## src/rtl/wormhole_output_arbiter_pkg.sv

```systemverilog
// Shared router definitions: flit-type encoding, arbiter states and flit-type helpers.
// Flit type lives in data[DW-1:DW-2] of every flit.
package wormhole_output_arbiter_pkg;

  localparam int DW = 34;

  localparam logic [1:0] FLIT_HEAD   = 2'b00;
  localparam logic [1:0] FLIT_BODY   = 2'b01;
  localparam logic [1:0] FLIT_TAIL   = 2'b10;
  localparam logic [1:0] FLIT_SINGLE = 2'b11;

  typedef enum logic {
    ST_IDLE   = 1'b0,
    ST_LOCKED = 1'b1
  } arb_state_t;

  function automatic logic is_head(input logic [1:0] t);
    return (t == FLIT_HEAD) || (t == FLIT_SINGLE);
  endfunction

  function automatic logic is_tail(input logic [1:0] t);
    return (t == FLIT_TAIL) || (t == FLIT_SINGLE);
  endfunction

endpackage

```

## src/rtl/wormhole_output_arbiter_rr_arbiter.sv

```systemverilog
// Combinational round-robin pick: the first request at or after ptr_i (wrapping) wins.
// Zero latency; no storage, the caller owns the pointer.
module wormhole_output_arbiter_rr_arbiter #(
  parameter int N  = 6,
  parameter int PW = $clog2(N)
) (
  input  logic [N-1:0]  req_i,
  input  logic [PW-1:0] ptr_i,
  output logic [N-1:0]  grant_o,
  output logic          any_o
);

  int w_idx;

  always_comb begin
    grant_o = '0;
    any_o   = 1'b0;
    w_idx   = 0;
    for (int k = 0; k < N; k++) begin
      w_idx = int'(ptr_i) + k;
      if (w_idx >= N) w_idx = w_idx - N;
      if (!any_o && req_i[w_idx[PW-1:0]]) begin
        grant_o[w_idx[PW-1:0]] = 1'b1;
        any_o                  = 1'b1;
      end
    end
  end

endmodule

```

## src/rtl/wormhole_output_arbiter.sv

```systemverilog
// Wormhole output arbiter: round-robin grant on head flits, lock held until the tail fires.
// Grant 1 cycle after request; ready/valid to the locked input follow out_ready_i combinationally.
module wormhole_output_arbiter
  import wormhole_output_arbiter_pkg::*;
#(
  parameter int N_IN = 6,
  parameter int CW   = 16
) (
  input  logic              clk,
  input  logic              rst,
  input  logic [N_IN-1:0]   req_valid_i,
  input  logic [2*N_IN-1:0] req_type_i,
  input  logic              out_avail_i,
  input  logic              out_ready_i,
  output logic [N_IN-1:0]   grant_o,
  output logic              locked_o,
  output logic [N_IN-1:0]   ready_o,
  output logic              out_valid_o,
  output logic              flit_fire_o,
  output logic              avail_reset_o,
  output logic [CW-1:0]     pkt_cnt_o,
  output logic              err_o
);

  localparam int PW = $clog2(N_IN);

  arb_state_t      r_state;
  logic [PW-1:0]   r_ptr;
  logic [N_IN-1:0] r_grant;
  logic            r_locked;
  logic            r_avail_reset;
  logic [CW-1:0]   r_pkt_cnt;
  logic            r_err;
  logic            r_first_done;  // the packet's opening head has already gone out

  logic [N_IN-1:0] w_elig;
  logic [N_IN-1:0] w_pick;
  logic            w_any;
  logic [PW-1:0]   w_gidx;
  logic [1:0]      w_gtype;
  logic            w_gvalid;
  logic            w_fire;
  logic [PW-1:0]   w_ptr_nxt;

  always_comb begin
    w_elig = '0;
    for (int i = 0; i < N_IN; i++) begin
      w_elig[i] = req_valid_i[i] & is_head(req_type_i[2*i +: 2]);
    end
  end

  wormhole_output_arbiter_rr_arbiter #(
    .N  (N_IN),
    .PW (PW)
  ) u_rr (
    .req_i   (w_elig),
    .ptr_i   (r_ptr),
    .grant_o (w_pick),
    .any_o   (w_any)
  );

  always_comb begin
    w_gidx   = '0;
    w_gtype  = FLIT_BODY;
    w_gvalid = 1'b0;
    for (int i = 0; i < N_IN; i++) begin
      if (r_grant[i]) begin
        w_gidx   = PW'(i);
        w_gtype  = req_type_i[2*i +: 2];
        w_gvalid = req_valid_i[i];
      end
    end
  end

  assign w_fire    = r_locked & w_gvalid & out_ready_i;
  assign w_ptr_nxt = (w_gidx == PW'(N_IN - 1)) ? '0 : w_gidx + 1'b1;

  always_ff @(posedge clk) begin
    if (rst) begin
      r_state       <= ST_IDLE;
      r_ptr         <= '0;
      r_grant       <= '0;
      r_locked      <= 1'b0;
      r_avail_reset <= 1'b0;
      r_pkt_cnt     <= '0;
      r_err         <= 1'b0;
      r_first_done  <= 1'b0;
    end else begin
      r_avail_reset <= 1'b0;
      r_err         <= 1'b0;
      case (r_state)
        ST_IDLE: begin
          if (out_avail_i && w_any) begin
            r_state       <= ST_LOCKED;
            r_grant       <= w_pick;
            r_locked      <= 1'b1;
            r_avail_reset <= 1'b1;
            r_first_done  <= 1'b0;
          end
        end
        ST_LOCKED: begin
          if (w_fire) begin
            r_first_done <= 1'b1;
            if (is_tail(w_gtype)) begin
              r_state   <= ST_IDLE;
              r_grant   <= '0;
              r_locked  <= 1'b0;
              r_ptr     <= w_ptr_nxt;
              r_pkt_cnt <= r_pkt_cnt + 1'b1;
            end else if (w_gtype == FLIT_HEAD && r_first_done) begin
              // Stray head inside an open packet: flag it but keep forwarding.
              r_err <= 1'b1;
            end
          end
        end
        default: r_state <= ST_IDLE;
      endcase
    end
  end

  assign grant_o       = r_grant;
  assign locked_o      = r_locked;
  assign avail_reset_o = r_avail_reset;
  assign pkt_cnt_o     = r_pkt_cnt;
  assign err_o         = r_err;
  assign out_valid_o   = r_locked & w_gvalid;
  assign flit_fire_o   = w_fire;
  assign ready_o       = r_locked ? (r_grant & {N_IN{out_ready_i}}) : '0;

endmodule

```

## config.mk

```make
export PLATFORM = sky130hd
export DESIGN_NAME = wormhole_output_arbiter
export DESIGN_NICKNAME = d
export VERILOG_FILES = /design/src/rtl/wormhole_output_arbiter_pkg.sv /design/src/rtl/wormhole_output_arbiter_rr_arbiter.sv /design/src/rtl/wormhole_output_arbiter.sv
export SDC_FILE = /design/constraint.sdc
export NUM_CORES = 1
export LEC_CHECK = 0
export CAP_MARGIN = 20
export CORE_MARGIN = 2
export CORE_UTILIZATION = 50
export DETAILED_ROUTE_END_ITERATION = 12
export GPL_TIMING_DRIVEN = 0
export PLACE_DENSITY = 0.8
export REMOVE_ABC_BUFFERS = 1
export SLEW_MARGIN = 20
export SYNTH_ARGS = -nofsm -noshare
export SYNTH_HDL_FRONTEND = slang
export SYNTH_SLANG_ARGS = --single-unit
```

## constraint.sdc

```tcl
create_clock -name clk -period 3.5 [get_ports clk]
set_clock_uncertainty 0.1 [all_clocks]
set_input_delay 1.05 -clock clk [delete_from_list [all_inputs] [get_ports clk]]
set_output_delay 1.05 -clock clk [all_outputs]
set_load 0.05 [all_outputs]
```

## Word-level counts from Yosys, hierarchy flattened

Index checks and enable logic that the tools add are counted.

- Register bits: 30
- Bits of input ports: 22
- Output and inout bits: 33
- Word-level logic and storage cells: 181

- Bitwise gates (word level): 16
- $lt $le $gt $ge: 18
- $add $sub $neg: 13
- Reductions and logical operators: 37
- Eq/ne operators: 12
- Mux-type cells: 77

Operator list:

| kind | count |
|---|---|
| $mux W6 | 10 |
| $mux W1 | 34 |
| $mux W3 | 11 |
| $or A6 B6 Y6 | 5 |
| $lt A3 B4 Y1 const B | 6 |
| $ge A4 B3 Y1 const B | 5 |
| $bmux W1 S3 | 6 |
| $demux W1 S3 | 6 |
| $ge A3 B1 Y1 const B | 6 |
| $add A16 B1 Y16 const B | 1 |
| $eq A2 B2 Y1 const B | 8 |
| $sub A3 B2 Y3 const B | 5 |
| $logic_not A2 Y1 | 7 |
| $logic_and A1 B1 Y1 | 13 |
| $mux W2 | 6 |
| $pmux W6 S2 | 1 |
| $add A3 B2 Y4 const B | 2 |
| $add A3 B3 Y4 const B | 2 |
| $and A1 B1 Y1 | 8 |
| $logic_or A1 B1 Y1 | 7 |
| $and A6 B6 Y6 | 1 |
| $pmux W1 S2 | 3 |
| $reduce_and A3 Y1 | 2 |
| $logic_not A1 Y1 | 5 |
| 11 further kinds | 13 |

## Depth between registers and ports, before layout

- Word-level depth: 24
- Mapped depth: 13
- Depth with buffers taken out: 10

## By module

From an unflattened synthesis, not the netlist that was laid out.

- Cells, all modules: 347
- Area, all modules: 2,746.4 µm²

By module, submodules not included:

| module | sequential area each (µm²) | instances | area each (µm²) | cells each |
|---|---|---|---|---|
| wormhole_output_arbiter | 600.6 | 1 | 1,617.8 | 196 |
| wormhole_output_arbiter_rr_arbiter | 0.0 | 1 | 1,128.6 | 151 |

## Least setup slack after synthesis

Ideal clock, no wire load.

- Path type: input -> output
- Start: input req_valid_i[2]
- End: output flit_fire_o
- Data required time: 2.350 ns
- Cell stages on the path: 5
- Path buffers: 0
- Path slack: 0.078 ns
- Arrival time: 2.272 ns
- Cell sequence: inv_1 a221o_1 a221o_1 nand2_1 and3_1

- Longest elaborated chain between the ends: 6

RTL lines:

| element | RTL line | RTL |
|---|---|---|
| start, declared | wormhole_output_arbiter.sv:11 | `input logic [N_IN-1:0] req_valid_i,` |
| $mux W1 (4 in a row) | wormhole_output_arbiter.sv:67 | `if (r_grant[i]) begin` |
| $and A1 B1 Y1 (2 in a row) | wormhole_output_arbiter.sv:75 | `assign w_fire = r_locked & w_gvalid & out_ready_i;` |
| end, declared | wormhole_output_arbiter.sv:19 | `output logic flit_fire_o,` |

No other way between the ends.

## Worst setup path in the final report

- Start: input req_type_i[7]
- End: register r_grant[2] (netlist: grant_o[2])

- Longest elaborated chain between the ends: 24
- Elaborated cells between the ends (all ways): 55
- Classes of those cells: eq/ne: 5; mux: 29; bitwise: 6; reduce/logical: 15

RTL lines:

| element | RTL line | RTL |
|---|---|---|
| start, declared | wormhole_output_arbiter.sv:12 | `input logic [2*N_IN-1:0] req_type_i,` |
| $eq A2 B2 Y1 or $logic_not A2 Y1 (tied branches) | wormhole_output_arbiter_pkg.sv:18 | `return (t == FLIT_HEAD) \|\| (t == FLIT_SINGLE);` |
| $logic_or A1 B1 Y1 | wormhole_output_arbiter_pkg.sv:18 |  |
| $and A1 B1 Y1 | wormhole_output_arbiter.sv:48 | `w_elig[i] = req_valid_i[i] & is_head(req_type_i[2*i +: 2]);` |
| $bmux W1 S3 | wormhole_output_arbiter_rr_arbiter.sv:22 | `if (!any_o && req_i[w_idx[PW-1:0]]) begin` |
| $mux W1 (implied by the code) | wormhole_output_arbiter_rr_arbiter.sv:22 |  |
| $mux W1 | wormhole_output_arbiter_rr_arbiter.sv:22 |  |
| $logic_not A1 Y1 | wormhole_output_arbiter_rr_arbiter.sv:22 |  |
| $logic_and A1 B1 Y1 | wormhole_output_arbiter_rr_arbiter.sv:22 |  |
| [... 8 more ...] | n/a |  |
| $logic_and A1 B1 Y1 | wormhole_output_arbiter_rr_arbiter.sv:22 |  |
| $mux W1 | wormhole_output_arbiter_rr_arbiter.sv:22 |  |
| $logic_not A1 Y1 | wormhole_output_arbiter_rr_arbiter.sv:22 |  |
| $logic_and A1 B1 Y1 | wormhole_output_arbiter_rr_arbiter.sv:22 |  |
| $mux W1 | wormhole_output_arbiter_rr_arbiter.sv:22 |  |
| $logic_and A1 B1 Y1 | wormhole_output_arbiter.sv:93 | `if (out_avail_i && w_any) begin` |
| $ne A2 B2 Y1 (no source line) | n/a |  |
| $reduce_and A3 Y1 (no source line) | n/a |  |
| end signal, assigned | wormhole_output_arbiter.sv:95 | `r_grant <= w_pick;` |
| end, declared | wormhole_output_arbiter.sv:29 | `logic [N_IN-1:0] r_grant;` |

Several ways; a longest one is shown, not always the timed one. The select of a mux whose other input is x is not followed.
A chain may end at the register's enable or synchronous reset.

==> results.ini <==
[status]
result_of_the_run = complete, but fails checks
failed_checks = setup timing

[floorplanning]
core.rowCount = 25
initial_utilization = 0.5106
design.portCount = 55
die_area_um2 = 5328
coreArea_um2 = 4661
vertical_die_dimension_um = 72.99
fp.dieW_um = 72.99

[worst_setup_path]
critical_path.startpoint_type = input pin
worst_r2r_path_depth = 10
crit_type = input pin to flip-flop
crit_start = req_type_i[7]
regToRegStartpoint = r_ptr[2]
setup.worst_path.end_class = flip-flop
endpoint = grant_o[2]
critical_path_arrival_ps = 3640
regToRegSetupSlack_ps = 120
endpoint_of_the_worst_register_to_register_path = grant_o[2]
critical_path.max_fanout = 5
worst_path_required_time_ps = 3630

[timing]
rsz_0062_raised_after_global_routing = true
worst_slew_pin_slew_ps = 886.8
period_share = 1.003
post-route-worst-setup-slack_ps = -9.276
slew_headroom = 0.4070
final_period_minus_worst_setup_slack_ps = 3509
final-setup-viol-count = 2
timing.final.hold_violations = 0
clock.fmax_mhz = 285.0
timing_max_transition_violations_final = 0

[yosys]
postSynthCellCount = 310
ys_ff_latch = 30
asyncSetResetFlopFracSynth = 0
postSynthAreaPerCell_um2 = 7.677
ys_types = 52
synth-edff-count = 0
ys_seq_area_frac = 0.2524
netlist_top_cells_count = nor2_1, dfxtp_1, nand2_1, a21oi_1, nand3_1
ys_warn_count = 0
netlist_area_um2 = 2380
synth_top_area_share = 0.2524
yosysTopAreaCell = dfxtp_1
yosys.cell_count.top_type = nor2_1
yosys_most_used_dff = dfxtp_1
synth_area_leaders = dfxtp_1, nor2_1, xor2_1

[clock_tree]
worst_skew_late_latency_ps = 280
clkSinkCount = 30
number_of_buffers_on_the_longest_clock_path = 2
cts_made_buffers = 5
htree_levels = 2
tritoncts = built
clkSlewWorstSetupHoldPaths_ps = 70
clockRootBuffer = clkbuf_8

[detailed_routing]
drc = 0
ant_nets = 0
via_to_cell_ratio = 6.026
post_drt_wl_per_cell_um = 15.84
dr_total_vias = 2525
dr.first_iter.drc_count = 143
drt_pass1_iterations = 4
routed_wirelength_um = 6636

[placed_design]
dp.cells = 401
dpl_worst_slack_ps = -973.8
place_congestion = 0.9465
place.detailed.hpwl_um = 4666
port_buf_inserts = 54

[final_layout]
fin_nets = 396
drive_above_1_share = 0.1589
final-instance-count-excl-fill = 419
synthToLayoutAreaGrowth_pct = 34.07
fill_cells = 385
num_antenna_cells = 0

[global_route]
antenna_found_initial = 0
grt_max_degree = 28
grt-ovfl-total = 0
overall_routing_resource_usage = 0.2567
first_global_vias = 2444
grt_first_pass_wirelength_um = 10880

[job]
maxCapViolations = 0

[pwr]
static-leakage-power_uw = 0.001218
vdd.ir_drop.worst_mv = 0.2993
power_per_cell_area_nw_per_um2 = 283.2

[min_path]
hold_class = flip-flop to flip-flop

## kinds of logic after synthesis
family	after synthesis	synth area share
AOI/OAI and AO/OA	75	0.2271
xor gates and xnor gates	23	0.09096
adders and majority gates	9	0.04732
buffers and inverters	31	0.05993
DFF	30	0.2524
muxes	9	0.03891
and+or+nand+nor	133	0.2834
## power by group
| group | internal (µW) | total, µW | switching, µW | leakage (µW) |
|---|---|---|---|---|
| combinational | 82.9 | 187 | 104 | 0.000918 |
| clock | 228 | 358 | 131 | 0.0000573 |
| sequential | 347 | 358 | 11.2 | 0.000243 |
## worst max-delay path, cell delays in order
cell and delay [ps]:
clkdlybuf4s50_1 500, xor2_1 290, o32ai_2 190, a222oi_1 440, nand4_1 150, buf_4 190
or4_1 550, nand4_1 120, a32o_1 160
## layout by cell type (no fill, tap or decap), types with 4 or more instances in the layout
cell type and count:
clkbuf_8 6, mux2i_1 7, a32o_1 6, nand2_1 27, nand4_1 8, and2_1 4, and3_1 11, xor2_2 4
dfxtp_1 29, clkdlybuf4s50_1 41, buf_4 10, a211o_1 5, a21oi_1 17, xor2_1 12, nand2b_1 7, nand3_1 16
nor2_1 36, xnor2_1 6, a211oi_1 4, clkbuf_2 6, o32ai_2 4, o21ai_0 11, inv_1 11, ha_1 8
## flip-flops by register name, summed over array words and instances, names as in the netlist
name	flops
r_ptr	3
pkt_cnt_o	16
err_o	1
r_first_done	1
r_state	1
locked_o	1
avail_reset_o	1
grant_o	6
## timing repair
action                     4_1_cts  5_1_grt
hold buffers                     0        0
buffers inserted                 6        5
setup endpoints to repair       30       23
hold endpoints to repair         0        0
gates resized for setup         43       29
pin swaps                        4        7
## how the worst min path moves through the flow
stage                      start           end  slack (ps)  depth (start not counted)
floorplan           r_first_done  r_first_done         360                          2
detailed placement  r_first_done  r_first_done         380                          2
global route        r_first_done  r_first_done         430                          2
CTS                 r_first_done  r_first_done         390                          2
finish              r_first_done  r_first_done         390                          2
global placement    r_first_done  r_first_done         380                          2
## metal layers
layer	global-route usage	part of all wire
met1	0.3100	0.43
met3	0.06492	0.063
met2	0.4274	0.48
met5	0	0
met4	0.1152	0.033
## final cells by class
cell class / count / area (µm²) / area share
Tap cell: 54 / 67.56 / 0.02118
Clock buffer: 6 / 82.58 / 0.02588
Sequential cell: 30 / 604.3 / 0.1894
Inverter: 14 / 56.30 / 0.01765
Timing Repair Buffer: 65 / 610.6 / 0.1914
Multi-Input combinational cell: 249 / 1739 / 0.5451
Clock inverter: 1 / 30.03 / 0.009412
## stage by stage
step,hold slack [ps],instance area (µm²),utilization,power [µW],setup TNS [ps]
2_1_floorplan,362.3,2290,-,457.7,0
3_3_place_gp,378.2,2898,0.6217,522.6,-17930
3_5_place_dp,378.3,2898,0.6217,524.3,-19740
4_1_cts,390.8,3073,0.6593,891.8,0
5_1_grt,425.5,3191,0.6846,938.0,-390.7
6_report,389.7,3191,0.6846,903.4,-14.03
(Power assumes the default switching activity.)
